$ cat config.mk
export PLATFORM = sky130hd
export DESIGN_NAME = hs4_sync_rx
export DESIGN_NICKNAME = d
export VERILOG_FILES = /design/src/rtl/hs4_sync_rx.sv
export SDC_FILE = /design/constraint.sdc
export NUM_CORES = 1
export LEC_CHECK = 0
export ABC_AREA = 1
export CAP_MARGIN = 20
export CORE_MARGIN = 2
export CORE_UTILIZATION = 54
export CTS_BUF_LIST = sky130_fd_sc_hd__clkbuf_16
export DETAILED_ROUTE_END_ITERATION = 8
export HOLD_SLACK_MARGIN = 0.03
export PLACE_DENSITY = 0.79
export SKIP_CTS_REPAIR_TIMING = 1
export SLEW_MARGIN = 20
export SYNTH_ARGS = -nofsm -noshare
export SYNTH_HDL_FRONTEND = slang
export SYNTH_SLANG_ARGS = --single-unit
$ cat constraint.sdc
create_clock -name clk -period 2.7 [get_ports clk]
set_input_delay 0.54 -clock clk [delete_from_list [all_inputs] [get_ports clk]]
set_output_delay 0.54 -clock clk [all_outputs]
set_load 0.02 [all_outputs]
$ cat src/rtl/hs4_sync_rx.sv
// 4-phase bundled-data receiver: synchronizes i_req into clk, completes the
// handshake with a registered o_ack, and queues each token in a small FIFO.
module hs4_sync_rx #(
  parameter int DATA_W      = 32,
  parameter int SYNC_STAGES = 2,
  parameter int DEPTH       = 4
) (
  input  logic                     clk,
  input  logic                     rst,
  input  logic                     i_req,
  output logic                     o_ack,
  input  logic [DATA_W-1:0]        i_data,
  output logic                     o_valid,
  input  logic                     i_ready,
  output logic [DATA_W-1:0]        o_data,
  output logic [$clog2(DEPTH):0]   o_count
);

  localparam int AW = $clog2(DEPTH);
  localparam int CW = AW + 1;
  localparam logic [CW-1:0] FULL = CW'(DEPTH);

  typedef enum logic {
    IDLE    = 1'b0,
    WAIT_LO = 1'b1
  } state_t;

  logic [SYNC_STAGES-1:0] sync_q, sync_d;
  state_t                 state_q, state_d;
  logic [AW-1:0]          wr_ptr_q, wr_ptr_d;
  logic [AW-1:0]          rd_ptr_q, rd_ptr_d;
  logic [CW-1:0]          count_q, count_d;
  logic [DATA_W-1:0]      mem_q [DEPTH];

  logic req_s;
  logic push;
  logic pop;

  // i_req is only ever observed through the last synchronizer flop
  always_comb begin
    sync_d = {sync_q[SYNC_STAGES-2:0], i_req};
  end

  assign req_s = sync_q[SYNC_STAGES-1];

  // Full test uses the registered count, so a same-edge pop never frees a slot early
  always_comb begin
    state_d = state_q;
    push    = 1'b0;
    case (state_q)
      IDLE: begin
        if (req_s && (count_q != FULL)) begin
          push    = 1'b1;
          state_d = WAIT_LO;
        end
      end
      WAIT_LO: begin
        if (!req_s) begin
          state_d = IDLE;
        end
      end
      default: begin
        state_d = IDLE;
      end
    endcase
  end

  assign pop = (count_q != '0) && i_ready;

  always_comb begin
    wr_ptr_d = wr_ptr_q;
    rd_ptr_d = rd_ptr_q;
    count_d  = count_q;
    if (push) begin
      wr_ptr_d = wr_ptr_q + AW'(1);
    end
    if (pop) begin
      rd_ptr_d = rd_ptr_q + AW'(1);
    end
    case ({push, pop})
      2'b10:   count_d = count_q + CW'(1);
      2'b01:   count_d = count_q - CW'(1);
      default: count_d = count_q;
    endcase
  end

  always_ff @(posedge clk) begin
    if (rst) begin
      sync_q   <= '0;
      state_q  <= IDLE;
      wr_ptr_q <= '0;
      rd_ptr_q <= '0;
      count_q  <= '0;
    end else begin
      sync_q   <= sync_d;
      state_q  <= state_d;
      wr_ptr_q <= wr_ptr_d;
      rd_ptr_q <= rd_ptr_d;
      count_q  <= count_d;
    end
  end

  // Storage is deliberately left out of reset
  always_ff @(posedge clk) begin
    if (push) begin
      mem_q[wr_ptr_q] <= i_data;
    end
  end

  assign o_ack   = (state_q == WAIT_LO);
  assign o_valid = (count_q != '0);
  assign o_data  = mem_q[rd_ptr_q];
  assign o_count = count_q;

endmodule
==> results_dict.tcl <==
set metrics [dict create \
    postRouteAntennaNets 0 \
    critical_path.max_fanout 16 \
    diodes 0 \
    status "finished, final reports clean" \
    vias 3375 \
    arrival_ns 2.09 \
    core_sq_mm 0.009684 \
    hold_class "register to register" \
    gp_routability_congestion 0.8629 \
    post_synth_fa_ha_maj_area_fraction_pct 1.543 \
    grt_pass1_vias 3562 \
    netlist-cell-type-count 21 \
    grt_util_all_layers_pct 21.59 \
    placement_rows 36 \
    hold_start "sync_q[0]$_SDFF_PP0_" \
    synth_top_family_by_area "compound AO/OA/AOI/OAI gates" \
    timing.final.max_slew_violations 0 \
    number_of_antenna_violations_at_the_first_check_in_global_routing 0 \
    p_clk_share_pct 38.3 \
    timing.rr.start "o_count[1]$_SDFFE_PP0P_" \
    grt_first_pass_wirelength_mm 17.71 \
    cts.clk_slew.worst_paths_ns 0.06 \
    tritoncts "yes" \
    detail_route.iter0.violations 258 \
    netlist_area_sq_mm 0.005353 \
    post_route_cells_drive_above_1_share_pct 10.68 \
    final_cells 620 \
    postSynthCellCount 388 \
    timing.final.crit_share_pct 97.28 \
    setup_repair_after_global_routing_missed_its_margin "no" \
    synth.largest_area_cell "sky130_fd_sc_hd__edfxtp_1" \
    yosysTopAreaCellShare_pct 71.81 \
    timing_worst_slew_pin_value_ns 0.5339 \
    cellPowerDensity_mw_per_mm2 912.9 \
    initial_core_util_pct 55.27 \
    nNetsFinal 516 \
    post_synthesis_compound_gate_area_fraction_pct 10.52 \
    total_iterations_of_the_first_detailed_routing_run 5 \
    synthTopCellsByArea "sky130_fd_sc_hd__edfxtp_1, sky130_fd_sc_hd__nor2_1, sky130_fd_sc_hd__dfxtp_1" \
    worst_skew_pair_latency_ns 0.41 \
    layout.filler_cells 646 \
    fmaxAchievable_mhz 380.7 \
    fp.dieArea_sq_mm 0.01072 \
    layout_commonest_cell "sky130_fd_sc_hd__edfxtp_1" \
    power_frac_seq_pct 39.3 \
    setup_total_negative_slack_ns 0 \
    yosys.area_share.xor_xnor_pct 0 \
    hold_violations 0 \
    post-dp-hpwl_mm 6.472 \
    vias_per_inst 5.444 \
    die_width_microns 103.6 \
    routed_wl_mm 11.09 \
    cts_made_buffers 17 \
    crit_required_ns 2.16 \
    intPower_w 0.004546 \
    synth_area_per_cell_sq_um 13.80 \
    tritoncts_num_sinks 140 \
    synthMuxAreaShare_pct 0 \
    flow.area_growth_from_synthesis_pct 28.78 \
    max-slew-margin-rel_pct 64.32 \
    placed_instances 588 \
    switching_power_w 0.001746 \
    cap_violations 0 \
    final.setup_skew_ns 0.01150 \
    total_number_of_h_tree_levels 4 \
    grt_max_degree 65 \
    die_height_microns 103.6 \
    timing_worst_setup_path_type "register to primary output" \
    most-common-layout-cells "sky130_fd_sc_hd__edfxtp_1, sky130_fd_sc_hd__nor2_1, sky130_fd_sc_hd__clkdlybuf4s50_1" \
    netSwitchingFraction_pct 27.76 \
    post_drt_wl_per_cell_microns 17.89 \
    ctsLongestPathBuffers 2 \
    global_route.overflow_total 0 \
    yosysWarningCount 0 \
    static_leakage_nw 2.419 \
    ios 73 \
    root_buffer "sky130_fd_sc_hd__clkbuf_16" \
    yosysSeqAreaShare_pct 76.30 \
    power.ir.vdd_worst_mv 0.5903 \
    cp-end-kind "primary output" \
    ys_seq_elements 140 \
    synthSimpleGateAreaFrac_pct 7.013 \
    post-route-drc-count 0 \
    portBuffers 72 \
    min_period_ns 2.627 \
    combinationalPowerShare_pct 22.4 \
    postSynthNetCount 430 \
    report.final.setup_viol 0 \
    crit_path_start_kind "register" \
]
[worst max-delay path: stages, from the launching register on]
cell	delay, ns
sky130_fd_sc_hd__dfxtp_2	0.44
sky130_fd_sc_hd__buf_4	0.25
sky130_fd_sc_hd__o21ai_0	0.13
sky130_fd_sc_hd__o22ai_1	0.22
sky130_fd_sc_hd__clkdlybuf4s50_1	0.65
[layer usage]
metal	share of wire [%]	track usage [%]
met2	52	36.57
met5	0	0
met3	5.3	5.412
met1	41	26.69
met4	1.2	8.977
[worst paths after layout]
path,endpoint,slack [ns],cells after the start
max,o_data[11],0.07,4
min,sync_q[1]$_SDFF_PP0_,0.41,2
min reg2reg,sync_q[1]$_SDFF_PP0_,0.41,2
max reg2reg,o_count[2]$_SDFFE_PP0P_,0.69,12
[registers in the layout (all words and copies together), names as in the netlist, named ones only]
signal    cells
wr_ptr_q      2
mem_q       128
sync_q        2
rd_ptr_q      2
o_ack         1
o_count       3
[synth_stat cells]
cell type	count
sky130_fd_sc_hd__a21oi_1	5
sky130_fd_sc_hd__buf_2	6
sky130_fd_sc_hd__buf_4	3
sky130_fd_sc_hd__buf_6	9
sky130_fd_sc_hd__clkbuf_1	1
sky130_fd_sc_hd__dfxtp_1	12
sky130_fd_sc_hd__edfxtp_1	128
sky130_fd_sc_hd__fa_1	1
sky130_fd_sc_hd__ha_1	5
sky130_fd_sc_hd__inv_1	20
sky130_fd_sc_hd__inv_2	1
sky130_fd_sc_hd__inv_8	1
sky130_fd_sc_hd__nand2_1	14
sky130_fd_sc_hd__nand2_2	1
sky130_fd_sc_hd__nand3_1	5
sky130_fd_sc_hd__nor2_1	76
sky130_fd_sc_hd__nor2_2	1
sky130_fd_sc_hd__o211ai_1	1
sky130_fd_sc_hd__o21ai_0	38
sky130_fd_sc_hd__o21ai_1	28
sky130_fd_sc_hd__o22ai_1	32
[metrics by stage]
stage	cell area [sq um]	util [%]	power (W)	hold WS [ns]	setup WS, ns
5_1_grt	6893	71.18	0.006518	0.4504	0.003038
3_5_place_dp	6243	64.47	0.003909	0.4035	0.4370
6_report	6893	71.18	0.006292	0.4078	0.07342
4_1_cts	6868	70.92	0.006328	0.4121	-0.01153
2_1_floorplan	5353	-	0.003371	0.3883	0.1459
3_3_place_gp	6243	64.47	0.003873	0.3931	0.4827
[final cells by class]
type | instances | area (sq um) | area share (%)
sequential | 140 | 4085 | 59.27
clock inverter | 15 | 198.9 | 2.886
timing repair buffer | 86 | 870.8 | 12.63
multi-input combinational | 207 | 1051 | 15.25
inverter | 22 | 95.09 | 1.380
clock buffer | 17 | 425.4 | 6.172
tap | 133 | 166.4 | 2.414
[kinds of logic after synthesis]
kind of cell / Yosys count
flops: 140
compound gates: 104
simple gates: 97
buf+inv: 41
fa+ha+maj: 6
[power by group through the flow]
stage	Combinational (W)	Sequential (W)	Clock, W
finish	0.00141	0.00247	0.00241
global route	0.00151	0.00248	0.00253
CTS	0.00141	0.00247	0.00244
detailed placement	0.00140	0.00251	0
global placement	0.00136	0.00251	0
floorplan	0.000854	0.00252	0
No activity file was read; power rests on OpenSTA's default activity.
